### src/rtl/regfile_mp.sv
// regfile_mp: integer register file with two write ports and a load scoreboard.
//
// Write port A (i_wa_*) carries ALU/LUI/JAL results. Write port L (i_wl_*) carries
// load returns, which are byte/half/word extracted and sign or zero extended.
// Reads are combinational with write-first bypass (L over A over stored).
// A per-register pending bit marks destinations of outstanding loads.
// o_err is a sticky flag for protocol violations, and only reset clears it.
//
// Ports:
//   clk, reset              clock, synchronous active-high reset
//   i_rs1_addr/i_rs2_addr   read addresses
//   o_rs1_data/o_rs2_data   read data (combinational, bypassed)
//   o_rs1_pend/o_rs2_pend   operand still waiting on a load (combinational)
//   i_wa_en/addr/data       ALU write port
//   i_wl_en/addr/data       load write port (raw memory word, lane right-aligned)
//   i_wl_size/i_wl_unsigned load size (00 B, 01 H, 1x W) and extension mode
//   i_ld_issue/i_ld_rd      load issued, so mark i_ld_rd pending
//   o_pend_cnt              number of pending registers (registered)
//   o_err                   sticky protocol error (registered)
module regfile_mp #(
  parameter int unsigned XLEN       = 32,
  parameter int unsigned AW         = 5,
  parameter int unsigned RESET_MODE = 0
) (
  input  logic            clk,
  input  logic            reset,
  input  logic [AW-1:0]   i_rs1_addr,
  input  logic [AW-1:0]   i_rs2_addr,
  output logic [XLEN-1:0] o_rs1_data,
  output logic [XLEN-1:0] o_rs2_data,
  output logic            o_rs1_pend,
  output logic            o_rs2_pend,
  input  logic            i_wa_en,
  input  logic [AW-1:0]   i_wa_addr,
  input  logic [XLEN-1:0] i_wa_data,
  input  logic            i_wl_en,
  input  logic [AW-1:0]   i_wl_addr,
  input  logic [XLEN-1:0] i_wl_data,
  input  logic [1:0]      i_wl_size,
  input  logic            i_wl_unsigned,
  input  logic            i_ld_issue,
  input  logic [AW-1:0]   i_ld_rd,
  output logic [AW:0]     o_pend_cnt,
  output logic            o_err
);

  localparam int unsigned NREGS = 2 ** AW;

  logic [XLEN-1:0] r_regs [NREGS];
  logic [NREGS-1:0] r_pend;
  logic [AW:0]      r_pend_cnt;
  logic             r_err;

  logic [XLEN-1:0]  w_wl_ext;
  logic             w_wa_ok;
  logic             w_wl_ok;
  logic             w_collide;
  logic             w_err_set;
  logic [NREGS-1:0] w_pend_d;
  logic [AW:0]      w_cnt_d;

  // Load lane extraction and extension.
  always_comb begin
    w_wl_ext = i_wl_data;
    unique case (i_wl_size)
      2'b00:   w_wl_ext = {{(XLEN-8){~i_wl_unsigned & i_wl_data[7]}}, i_wl_data[7:0]};
      2'b01:   w_wl_ext = {{(XLEN-16){~i_wl_unsigned & i_wl_data[15]}}, i_wl_data[15:0]};
      default: w_wl_ext = i_wl_data;
    endcase
  end

  assign w_wa_ok   = i_wa_en && (i_wa_addr != '0);
  assign w_wl_ok   = i_wl_en && (i_wl_addr != '0);
  assign w_collide = w_wa_ok && w_wl_ok && (i_wa_addr == i_wl_addr);

  // Error sources: same-cycle dual write, ALU write over a pending load (WAW),
  // load issue to an already pending register, load return with nothing pending.
  assign w_err_set = w_collide
                   || (w_wa_ok && r_pend[i_wa_addr] && !w_collide)
                   || (i_ld_issue && (i_ld_rd != '0) && r_pend[i_ld_rd])
                   || (w_wl_ok && !r_pend[i_wl_addr]);

  // Scoreboard next state: a new issue wins over a same-cycle clear.
  always_comb begin
    w_pend_d = r_pend;
    if (i_wl_en) begin
      w_pend_d[i_wl_addr] = 1'b0;
    end
    if (i_ld_issue) begin
      w_pend_d[i_ld_rd] = 1'b1;
    end
    w_pend_d[0] = 1'b0;
  end

  always_comb begin
    w_cnt_d = '0;
    for (int i = 1; i < NREGS; i++) begin
      w_cnt_d = w_cnt_d + (AW+1)'(w_pend_d[i]);
    end
  end

  always_ff @(posedge clk) begin
    if (reset) begin
      for (int i = 0; i < NREGS; i++) begin
        r_regs[i] <= (RESET_MODE == 1) ? XLEN'(i) : '0;
      end
      r_pend     <= '0;
      r_pend_cnt <= '0;
      r_err      <= 1'b0;
    end else begin
      // Port L is written last so it wins an address collision.
      if (w_wa_ok) begin
        r_regs[i_wa_addr] <= i_wa_data;
      end
      if (w_wl_ok) begin
        r_regs[i_wl_addr] <= w_wl_ext;
      end
      r_pend     <= w_pend_d;
      r_pend_cnt <= w_cnt_d;
      if (w_err_set) begin
        r_err <= 1'b1;
      end
    end
  end

  // Write-first read bypass.
  always_comb begin
    o_rs1_data = r_regs[i_rs1_addr];
    if (i_rs1_addr == '0) begin
      o_rs1_data = '0;
    end else if (i_wl_en && (i_wl_addr == i_rs1_addr)) begin
      o_rs1_data = w_wl_ext;
    end else if (i_wa_en && (i_wa_addr == i_rs1_addr)) begin
      o_rs1_data = i_wa_data;
    end
  end

  always_comb begin
    o_rs2_data = r_regs[i_rs2_addr];
    if (i_rs2_addr == '0) begin
      o_rs2_data = '0;
    end else if (i_wl_en && (i_wl_addr == i_rs2_addr)) begin
      o_rs2_data = w_wl_ext;
    end else if (i_wa_en && (i_wa_addr == i_rs2_addr)) begin
      o_rs2_data = i_wa_data;
    end
  end

  // A same-cycle load return releases the operand.
  assign o_rs1_pend = r_pend[i_rs1_addr] && !(i_wl_en && (i_wl_addr == i_rs1_addr));
  assign o_rs2_pend = r_pend[i_rs2_addr] && !(i_wl_en && (i_wl_addr == i_rs2_addr));

  assign o_pend_cnt = r_pend_cnt;
  assign o_err      = r_err;

endmodule

### config.mk
export PLATFORM = sky130hd
export DESIGN_NAME = regfile_mp
export DESIGN_NICKNAME = d
export VERILOG_FILES = /design/src/rtl/regfile_mp.sv
export SDC_FILE = /design/constraint.sdc
export NUM_CORES = 2
export LEC_CHECK = 0
export CAP_MARGIN = 20
export CORE_UTILIZATION = 59
export CTS_BUF_LIST = sky130_fd_sc_hd__clkbuf_2 sky130_fd_sc_hd__clkbuf_4 sky130_fd_sc_hd__clkbuf_8
export CTS_CLUSTER_SIZE = 30
export DETAILED_ROUTE_END_ITERATION = 8
export GPL_ROUTABILITY_DRIVEN = 0
export PLACE_DENSITY_LB_ADDON = 0.3
export SLEW_MARGIN = 20
export SYNTH_ARGS = -nofsm -noshare
export SYNTH_HDL_FRONTEND = slang
export SYNTH_SLANG_ARGS = --single-unit
### constraint.sdc
create_clock -name clk -period 6.6 [get_ports clk]
set_input_delay 1.32 -clock clk [delete_from_list [all_inputs] [get_ports clk]]
set_output_delay 1.32 -clock clk [all_outputs]
set_load 0.1 [all_outputs]
==> impl_metrics.csv <==
group,metric,value,unit
place,placement.cell_area,0.0686,mm2
clock_network,insertion_delay,0.89,ns
clock_network,cts_inserted_buffers,175,
detailed_routing,drt_pass1_iterations,9,
setup_path,cp.arrival,7.09,ns
final_layout,final_common_cell,"sky130_fd_sc_hd__edfxtp_1",
clock_network,clockRootBuffer,"sky130_fd_sc_hd__clkbuf_8",
synth,synth-edff-count,1024,
power_and_ir_drop,vdd.ir_drop.worst,0.000185,V
setup_path,cp_max_stage_delay,0.54,ns
detailed_routing,drt_iter0_drc,9692,
setup_path,critPathTopFamily,"adder cells",
power_and_ir_drop,power.total,17.4,mW
synth,yosys_register_bits,1062,
global_route,antenna_found_initial,8,
timing,setup_viol,0,
detailed_routing,routed-via-count,50169,
clock_network,cts_tree,"yes",
place,dpl.hpwl,149000,um
setup_path,crit_slowest_cell,"sky130_fd_sc_hd__fa_1",
final_layout,nFillCells,7209,
global_route,maximum_number_of_pins_on_one_net_before_global_route_repair,76,
detailed_routing,routedWlPerCell,40.3,um
final_layout,ratio_of_cells_with_drive_above_1_in_the_final_layout,32.1,%
global_route,grt_remaining_overflow,0,
timing,finClkSkew,0.0112,ns
synth,async_set_or_reset_register_ratio_after_synthesis,0,%
place,port_buffers,169,
timing,whs,0.685,ns
timing,min_period_over_period,96.1,%
die,core_area,0.107,mm2
synth,synth_cell_types,64,
global_route,track_usage,44.2,%
final_layout,fin_nets,4593,
clock_network,post_cts_setup_buffers,0,
detailed_routing,vias_per_instance,8.34,
setup_path,timing.critical_path.to_type,"flip-flop",
setup_path,startpoint_types,"input port",
synth,synth.yosys.seq_area_share,49.5,%
timing,final_hold_viol_count,0,
die,die_y,330,um
synth,synth_cells,4447,
power_and_ir_drop,pwr_density,241,mW/mm2
die,floorplan.io_pins,170,
outcome,failing_checks,"design-rule violations",
clock_network,clk_pin_slew,0.06,ns
synth,postSynth.topFlopCell,"sky130_fd_sc_hd__edfxtp_1",
final_layout,syn_to_final_growth,13.3,%
detailed_routing,detail_route.drc_violations,2,
synth,combined_area_of_all_synthesized_cells,0.0636,mm2
timing,slew_margin_rel,18.3,%
setup_path,setup_slack_on_the_worst_flop_to_flop_path,1.18,ns
clock_network,cts-root-to-sink-buffers,3,
final_layout,final_cell_area,0.0721,mm2
outcome,status,"finished, violations left",
timing,unrepaired_setup_endpoints_after_global_routing,"false",
setup_path,criticalPathCategory,"input port to flip-flop",
detailed_routing,ant_nets,0,
global_route,first_pass_grt_wire_length,342000,um
setup_path,crit_path_frequent_cell,"sky130_fd_sc_hd__fa_1",
global_route,gr-usage-met1,54.2,%
timing,totalNegativeSetupSlack,0,ns
worst_hold_path,hold_path_class,"flip-flop to flip-flop",
job,timing.max_cap.violations,0,
final_layout,most_frequent_cells_in_the_layout,"1,024 x sky130_fd_sc_hd__edfxtp_1, 995 x sky130_fd_sc_hd__a22o_1, 515 x sky130_fd_sc_hd__mux4_2",
setup_path,crit_buf_inv,5,
timing,max_clock_freq,158,MHz
detailed_routing,routed_wirelength,242000,um
timing,final-max-slew-violation-count,0,
die,chipWidth,330,um
timing,worst-slew-pin-transition,1.22,ns
global_route,groute.layer.met2.usage,64.0,%
synth,synth_area_per_cell,14.3,um2
timing,post-route-min-period,6.34,ns
clock_network,clkSinkCount,1062,
clock_network,h_tree_lvls,4,
die,dieArea,0.109,mm2
synth,ys.warnings.count,0,
global_route,gr_met3_demand_resource,16.2,%
die,initial_core_util,59.4,%
global_route,busiest_layer,"met2",
die,std_cell_rows,120,
setup_path,worst-endpoint-required,7.34,ns
power_and_ir_drop,p_leak,24.8,nW
global_route,vias_in_the_first_global_route,49195,
setup_path,list_of_cells_traversed_by_the_critical_path,"clkdlybuf4s50_1 > buf_4 > nor2_1 > and2_1 > nand2_1 > a22oi_1 > fa_1 > fa_1 > fa_1 > inv_1 > fa_1 > fa_1 > fa_1 > fa_1 > inv_1 > fa_1 > inv_1 > a21o_1 > a21oi_1 > xor2_1 > nor2_1",
setup_path,path_max_fanout,8,
[worst min-delay path, delay by kind of cell (launching register included)]
family	cells	cell delay, ns
flops	1	0.39
compound gates	2	0.24
[report_power, final]
group	leakage [nW]	switching, mW	total (mW)	internal [mW]
Clock	1.78	2.79	5.79	3.00
Sequential	10.1	0.207	8.00	7.79
Combinational	12.9	2.26	3.60	1.34
[what timing repair did]
| item | in CTS | in global routing |
|---|---|---|
| gates resized for setup | 0 | 2 |
| hold buffers | 0 | 0 |
| setup endpoints to repair | 0 | 1 |
[worst paths after layout]
check / start / endpoint / cells after the start
setup / recovery: i_wl_addr[2] / o_pend_cnt[4] / 21
hold / removal: r_pend[10] / r_pend[10] / 2
setup reg to reg: r_pend[1] / o_pend_cnt[4] / 18
hold reg to reg: r_pend[10] / r_pend[10] / 2
[routing by layer]
layer,up-vias,routed length (um)
li1,18729,-
met1,24421,73900
met2,5727,105000
met3,1286,41800
met4,6,21700
met5,-,33
[synth_stat cells (all sizes together) (37+ instances only)]
library cell  instances  area share [%]
edfxtp             1024              48
a22o                995              14
mux4                515              18
clkbuf              467             2.8
buf                 219             1.9
mux2i               149             2.3
nor2                142            0.84
mux2                125             2.2
nand2                83            0.49
a22oi                80            0.94
a21oi                72            0.57
o22ai                65            0.64
o221ai               55            0.76
nor3                 47            0.39
dfxtp                38             1.2
o21ai                37            0.29
[flip-flops by register name, summed over array words and instances, names as in the netlist]
register    flops
o_err           1
r_pend         31
r_regs       1024
o_pend_cnt      6
[cell type report]
| type | instances | area, um2 | area share [%] |
|---|---|---|---|
| sequential | 1062 | 31500 | 43.7 |
| multi-input combinational | 2699 | 30200 | 41.9 |
| timing repair buffer | 497 | 5110 | 7.10 |
| clock buffer | 247 | 3000 | 4.16 |
| tap | 1403 | 1760 | 2.44 |
| clock inverter | 67 | 377 | 0.523 |
| inverter | 31 | 116 | 0.161 |
| antenna | 6 | 15.0 | 0.0208 |
[kinds of logic (layout without fill, tap and decap cells)]
| group | count (synthesis) | count (layout) | share of synthesized area (%) |
|---|---|---|---|
| AO/OA/AOI/OAI | 1418 | 1418 | 18.6 |
| XOR/XNOR | 27 | 27 | 0.372 |
| multiplexers | 789 | 789 | 22.8 |
| buffers and inverters | 717 | 842 | 4.80 |
| flip-flops | 1062 | 1062 | 49.5 |
| AND/OR/NAND/NOR | 403 | 403 | 3.07 |
| other | 1 | 38 | 0.00589 |
| adder cells (fa/ha/maj) | 30 | 30 | 0.861 |
[metrics by stage]
step / std cells / utilization (%) / setup WS, ns
after global placement: 5687 / 64.0 / -0.555
after CTS: 6005 / 67.3 / 0.314
final: 6012 / 67.3 / 0.256
after global routing: 6011 / 67.3 / 0.0133
after detailed placement: 5691 / 64.1 / -0.571
after floorplan: 4478 / - / 0.00889
No activity file was read; power rests on OpenSTA's default activity.
